--- config.mk ---
export PLATFORM = sky130hd
export DESIGN_NAME = button_conditioner
export DESIGN_NICKNAME = d
export VERILOG_FILES = /design/src/rtl/button_conditioner_pkg.sv /design/src/rtl/debounce_cell.sv /design/src/rtl/button_conditioner.sv
export SDC_FILE = /design/constraint.sdc
export NUM_CORES = 1
export LEC_CHECK = 0
export ABC_AREA = 1
export CORE_AREA = 5 5 121 180
export CTS_CLUSTER_SIZE = 25
export DETAILED_ROUTE_END_ITERATION = 7
export DIE_AREA = 0 0 126 185
export GPL_TIMING_DRIVEN = 0
export PLACE_DENSITY = 0.68
export SLEW_MARGIN = 20
export SYNTH_ARGS = -nofsm -noshare
export SYNTH_HDL_FRONTEND = slang
export SYNTH_SLANG_ARGS = --single-unit
--- constraint.sdc ---
create_clock -name clk -period 1.6 [get_ports clk]
set_clock_uncertainty 0.1 [all_clocks]
set_input_delay 0.32 -clock clk [delete_from_list [all_inputs] [get_ports clk]]
set_output_delay 0.32 -clock clk [all_outputs]
set_load 0.005 [all_outputs]
--- src/rtl/button_conditioner_pkg.sv ---
// Shared alarm-clock button definitions: button indices, repeat FSM
// states, default auto-repeat mask and a small constant helper.
package button_conditioner_pkg;

  localparam int unsigned BTN_CENTER = 0;
  localparam int unsigned BTN_LEFT   = 1;
  localparam int unsigned BTN_RIGHT  = 2;
  localparam int unsigned BTN_UP     = 3;
  localparam int unsigned BTN_DOWN   = 4;

  localparam int unsigned NUM_BTN_DEFAULT = 5;

  // Only the up/down adjust buttons auto-repeat by default.
  localparam logic [NUM_BTN_DEFAULT-1:0] DEFAULT_REPEAT_MASK = 5'b11000;

  typedef enum logic [1:0] {
    IDLE   = 2'd0,
    HOLD   = 2'd1,
    REPEAT = 2'd2
  } rpt_state_e;

  function automatic int unsigned max_u(input int unsigned a, input int unsigned b);
    return (a > b) ? a : b;
  endfunction

endpackage

--- src/rtl/debounce_cell.sv ---
// One button channel: 2-FF synchronizer, debounce counter, press pulse
// and optional auto-repeat FSM.
// Ports:
//   clk, rst   - clock, synchronous active-high reset
//   btn_raw    - asynchronous bouncing level, 1 = pressed
//   btn_level  - debounced level
//   btn_pulse  - one-cycle press / repeat strobe
module debounce_cell
  import button_conditioner_pkg::*;
#(
  parameter int unsigned DEBOUNCE_CYCLES = 2_000_000,
  parameter int unsigned REPEAT_DELAY    = 50_000_000,
  parameter int unsigned REPEAT_PERIOD   = 20_000_000,
  parameter bit          REPEAT_EN       = 1'b0
) (
  input  logic clk,
  input  logic rst,
  input  logic btn_raw,
  output logic btn_level,
  output logic btn_pulse
);

  // Counter only needs to hold DEBOUNCE_CYCLES-1; it clears on reaching the limit.
  localparam int unsigned CW = $clog2(DEBOUNCE_CYCLES);
  localparam int unsigned TW = $clog2(max_u(REPEAT_DELAY, REPEAT_PERIOD));

  logic          sync1_q, sync1_d;
  logic          s_q, s_d;
  logic          level_q, level_d;
  logic          pulse_q, pulse_d;
  logic [CW-1:0] cnt_q, cnt_d;
  logic [TW-1:0] timer_q, timer_d;
  rpt_state_e    state_q, state_d;
  logic          rise, fall;

  // Next-state logic for synchronizer, debounce, pulse and repeat FSM.
  always_comb begin
    sync1_d = btn_raw;
    s_d     = sync1_q;
    level_d = level_q;
    cnt_d   = '0;
    state_d = state_q;
    timer_d = timer_q;
    pulse_d = 1'b0;
    rise    = 1'b0;
    fall    = 1'b0;

    // Count while the synchronized level disagrees; any agreement clears.
    if (s_q != level_q) begin
      if (cnt_q == CW'(DEBOUNCE_CYCLES - 1)) begin
        level_d = s_q;
      end else begin
        cnt_d = cnt_q + CW'(1);
      end
    end

    rise    = ~level_q & level_d;
    fall    = level_q & ~level_d;
    pulse_d = rise;

    if (REPEAT_EN) begin
      unique case (state_q)
        IDLE: begin
          if (rise) begin
            state_d = HOLD;
            timer_d = '0;
          end
        end
        HOLD: begin
          if (timer_q == TW'(REPEAT_DELAY - 1)) begin
            pulse_d = 1'b1;
            timer_d = '0;
            state_d = REPEAT;
          end else begin
            timer_d = timer_q + TW'(1);
          end
        end
        REPEAT: begin
          if (timer_q == TW'(REPEAT_PERIOD - 1)) begin
            pulse_d = 1'b1;
            timer_d = '0;
          end else begin
            timer_d = timer_q + TW'(1);
          end
        end
        default: begin
          state_d = IDLE;
          timer_d = '0;
        end
      endcase

      // A release overrides any terminal count in the same cycle.
      if (fall) begin
        state_d = IDLE;
        timer_d = '0;
        pulse_d = 1'b0;
      end
    end
  end

  // State registers.
  always_ff @(posedge clk) begin
    if (rst) begin
      sync1_q <= 1'b0;
      s_q     <= 1'b0;
      level_q <= 1'b0;
      pulse_q <= 1'b0;
      cnt_q   <= '0;
      timer_q <= '0;
      state_q <= IDLE;
    end else begin
      sync1_q <= sync1_d;
      s_q     <= s_d;
      level_q <= level_d;
      pulse_q <= pulse_d;
      cnt_q   <= cnt_d;
      timer_q <= timer_d;
      state_q <= state_d;
    end
  end

  assign btn_level = level_q;
  assign btn_pulse = pulse_q;

endmodule

--- src/rtl/button_conditioner.sv ---
// Pushbutton front end: one debounce_cell per button, outputs concatenated.
// Ports:
//   clk, rst   - clock, synchronous active-high reset
//   btn_raw    - raw button levels (0 center, 1 left, 2 right, 3 up, 4 down)
//   btn_level  - debounced levels
//   btn_pulse  - one-cycle press / auto-repeat strobes
module button_conditioner
  import button_conditioner_pkg::*;
#(
  parameter int unsigned          N_BTN           = 5,
  parameter int unsigned          DEBOUNCE_CYCLES = 2_000_000,
  parameter int unsigned          REPEAT_DELAY    = 50_000_000,
  parameter int unsigned          REPEAT_PERIOD   = 20_000_000,
  parameter logic [N_BTN-1:0]     REPEAT_MASK     = N_BTN'(DEFAULT_REPEAT_MASK)
) (
  input  logic             clk,
  input  logic             rst,
  input  logic [N_BTN-1:0] btn_raw,
  output logic [N_BTN-1:0] btn_level,
  output logic [N_BTN-1:0] btn_pulse
);

  for (genvar i = 0; i < N_BTN; i++) begin : g_cell
    debounce_cell #(
      .DEBOUNCE_CYCLES (DEBOUNCE_CYCLES),
      .REPEAT_DELAY    (REPEAT_DELAY),
      .REPEAT_PERIOD   (REPEAT_PERIOD),
      .REPEAT_EN       (REPEAT_MASK[i])
    ) u_cell (
      .clk       (clk),
      .rst       (rst),
      .btn_raw   (btn_raw[i]),
      .btn_level (btn_level[i]),
      .btn_pulse (btn_pulse[i])
    );
  end

endmodule

==> impl_results.md <==
- TritonRoute pass-1 iters: 5
- Place WS: -924.8 ps
- Vias: between 10000 and 15000
- Worst stage delay on the critical path: about 350 ps
- Initial antenna violation count: 0
- Power per Cell Area: around 640 nW/µm²
- Period minus WS final: around 1900 ps
- Row count: 64
- Via-to-Cell Ratio: 5.419
- DR WL/cell: roughly 16 µm
- Cell Chain, Critical Path: ha_4 -> nand2_4 -> nor2_4 -> nand3_2 -> nor2_4 -> nand2_4 -> nor2_4 -> nand2_2 -> nand2_4 -> inv_6 -> clkbuf_16 -> o21ai_2 -> a21oi_2
- DRC viols: 0
- Post-Synthesis Cell Area: between 9000 and 10000 µm²
- Layout Nets: roughly 1700
- Status: finished with violations
- GP Congestion: between 0.9 and 1
- I/O pins: 17
- Antenna cells: 0
- Crit path capture: g_cell[4].u_cell.state_q[0]
- Worst slew pin tran: between 700 and 800 ps
- Clock Tree Buf Depth: 2
- Reg2reg end: g_cell[4].u_cell.state_q[0]
- Vias in the first global route: between 9000 and 10000
- RSZ-0062 raised after global routing: yes
- Die W: about 130 µm
- Slew Limit Fails: 0
- Final worst slack: -253.1 ps
- Initial DRC Count: roughly 740
- Leak: approximately 0.0052 µW
- Initial Util: approximately half
- Hold path cells: 2
- Final hold vios: 0
- Number of synthesized flops with an enable pin: 0
- Largest net degree at the start of global routing: 17
- Library cells used by synthesis: 43
- Failing checks: negative setup slack
- Fin crit share: 115.8%
- Rel. slew slack: between 50% and 60%
- Crit. End Element: flip-flop
- Post-Synthesis Cells: between 1000 and 1500
- First-pass GRT wire length: between 40 and 50 mm
- Setup CP Type: reg -> reg
- CP Launch Point: g_cell[4].u_cell.cnt_q[0]
- Synth Warn #: 0
- Seq/Total Area, Yosys: 36.96%
- R2R Setup Slk: -250 ps
- Crit-path max FO: 5
- Synth Area per Inst: 6.665 µm²
- Syn_nets: approximately 1500
- Worst-Skew Late Latency: about 440 ps
- Most area-hungry cell type in the Yosys netlist: dfxtp_1
- Worst-path clk slew: 60 ps
- Final HPWL DP: ~17 mm
- Root buffer cell: clkbuf_16
- Core area: 20180 µm²
- Routed WL: between 20 and 30 mm
- Die Y-Extent: approximately 190 µm
- Fill cell count: approximately 1600
- Slowest CP cell: dfxtp_2
- Grt total ovfl: 0
- Layout cell share with drive strength beyond 1: between 30% and 40%
- IO Port Bufs: 16
- Critical Path AT: ~2100 ps
- Max-Cap Viols: 0
- Worst Hold Class: in -> reg
- Main area contributors after synthesis: dfxtp_1, nand2_1, nor2_1, inv_1, nand3_1
- H-tree levels: 4
- Area grow syn2layout: 40.53%
- Die area: about 23000 µm²
- Worst r2r src: g_cell[4].u_cell.cnt_q[0]
- TritonCTS Buffers: 17
- Startpoint Class: flip-flop
- Ys async rst share: 0%
- CP required: ~1800 ps
- R2R cell count: 13
- Fin area: around 14000 µm²
- Post-DRT Antenna Nets: 0
- Final setup viols: ~120
- Yosys top cell area share: between 30% and 40%
- CTS tree: built
- #FFs+latches synth: about 180
- Max IR drop VDD: 0.7347 mV
- FMAX: roughly 0.54 GHz
- Global Route Usage Sum: between 20% and 30%
- Sum of negative setup slack: -15840 ps
- Placed inst area: 10460 µm²
- Most used flip-flop cell after synthesis: dfxtp_1
- Util after Layout: between 60% and 70%
- Sink Count: roughly 180
==> metal layers <==
layer	vias to the layer above	track usage, %	share of wire, %
li1	5058	-	-
met1	4797	23.30	36
met2	336	42.89	53
met3	149	3.982	4.6
met4	0	11.89	5.8
met5	-	0	0
==> layout by cell type, fill, tap and decap left out, drive strengths merged, types with 8 or more instances in the layout <==
master / Yosys / layout
clkbuf: 4 / 29
nor3b: 16 / 16
a21oi: 90 / 90
nor4: 12 / 12
nor2: 241 / 241
ha: 13 / 13
buf: 32 / 154
nor3: 50 / 50
dfxtp: 181 / 181
nand3: 109 / 109
nand2: 356 / 357
nand4: 60 / 60
nand3b: 11 / 11
o21ai: 44 / 44
xor2: 27 / 27
inv: 202 / 200
dlygate4sd2: 0 / 8
==> report_power, final <==
part / switching, µW / total (µW) / internal, µW
Combinational: 146 / 272 / 126
Clock: 1760 / 4080 / 2320
Sequential: 14.4 / 4510 / 4500
==> worst min path at each step <==
| stage | from | slack (ps) | to |
|---|---|---|---|
| floorplan | g_cell[0].u_cell.s_d | 290 | g_cell[0].u_cell.s_q |
| global placement | g_cell[2].u_cell.s_d | 290 | g_cell[2].u_cell.s_q |
| detailed placement | g_cell[2].u_cell.s_d | 300 | g_cell[2].u_cell.s_q |
| CTS | rst | 200 | g_cell[3].u_cell.btn_level |
| global route | rst | 210 | g_cell[4].u_cell.btn_level |
| finish | rst | 240 | g_cell[3].u_cell.btn_level |
==> synthesized netlist by cell type (all sizes together) (2+ instances only) <==
cell / n
nand2: 356
nor2: 241
inv: 202
dfxtp: 181
nand3: 109
a21oi: 90
nand4: 60
nor3: 50
o21ai: 44
buf: 32
xor2: 27
nor3b: 16
ha: 13
nor4: 12
nand3b: 11
or2: 7
xnor2: 5
clkbuf: 4
a211oi: 2
or3: 2
==> sequential cells by signal, indices dropped and copies added (netlist names) <==
signal                   cells
g_cell.u_cell.btn_level      5
g_cell.u_cell.btn_pulse      5
g_cell.u_cell.cnt_q        105
g_cell.u_cell.s_d            5
g_cell.u_cell.s_q            5
g_cell.u_cell.state_q        4
g_cell.u_cell.timer_q       52
==> cells by family (layout without fill, tap and decap cells) <==
group	after synthesis	after routing	share of synthesized area, %
compound gates	142	142	7.453
xor+xnor	32	32	2.859
simple gates	865	866	40.71
fa+ha+maj	13	13	1.659
buf+inv	238	410	10.36
flops	181	181	36.96
==> timing repair <==
| action | in CTS | in global routing |
|---|---|---|
| hold buffers | 0 | 0 |
| setup endpoints to repair | 175 | 166 |
| pin swaps | 67 | 87 |
| cloned | 8 | 6 |
| gates resized for setup | 212 | 284 |
| setup buffers | 82 | 38 |
==> area by class of cell <==
cell class / instances / area (µm²) / share of cell area [%]
multi-input combinational: 1053 / 6604 / 47.93
sequential: 181 / 3732 / 27.09
timing repair buffer: 142 / 1388 / 10.07
inverter: 202 / 802.0 / 5.821
clock buffer: 21 / 450.4 / 3.269
buffer: 36 / 365.4 / 2.652
tap: 264 / 330.3 / 2.397
clock inverter: 9 / 106.4 / 0.7719
==> stage by stage <==
| step | hold slack [ps] | cells | power, µW |
|---|---|---|---|
| 2_1_floorplan | 288.3 | 1471 | 4714 |
| 3_3_place_gp | 291.1 | 1751 | 4769 |
| 3_5_place_dp | 298.7 | 1751 | 4771 |
| 4_1_cts | 202.5 | 1871 | 8885 |
| 5_1_grt | 212.5 | 1908 | 9161 |
| 6_report | 240.2 | 1908 | 8863 |
==> critical path: cells and delay by family, from the launching register on <==
family / cells / cell delay (ps)
DFF: 1 / 350
and+or+nand+nor: 8 / 800
adders and majority gates: 1 / 150
buffers and inverters: 2 / 220
AOI/OAI and AO/OA: 2 / 120
Power figures use the tool's default switching activity.
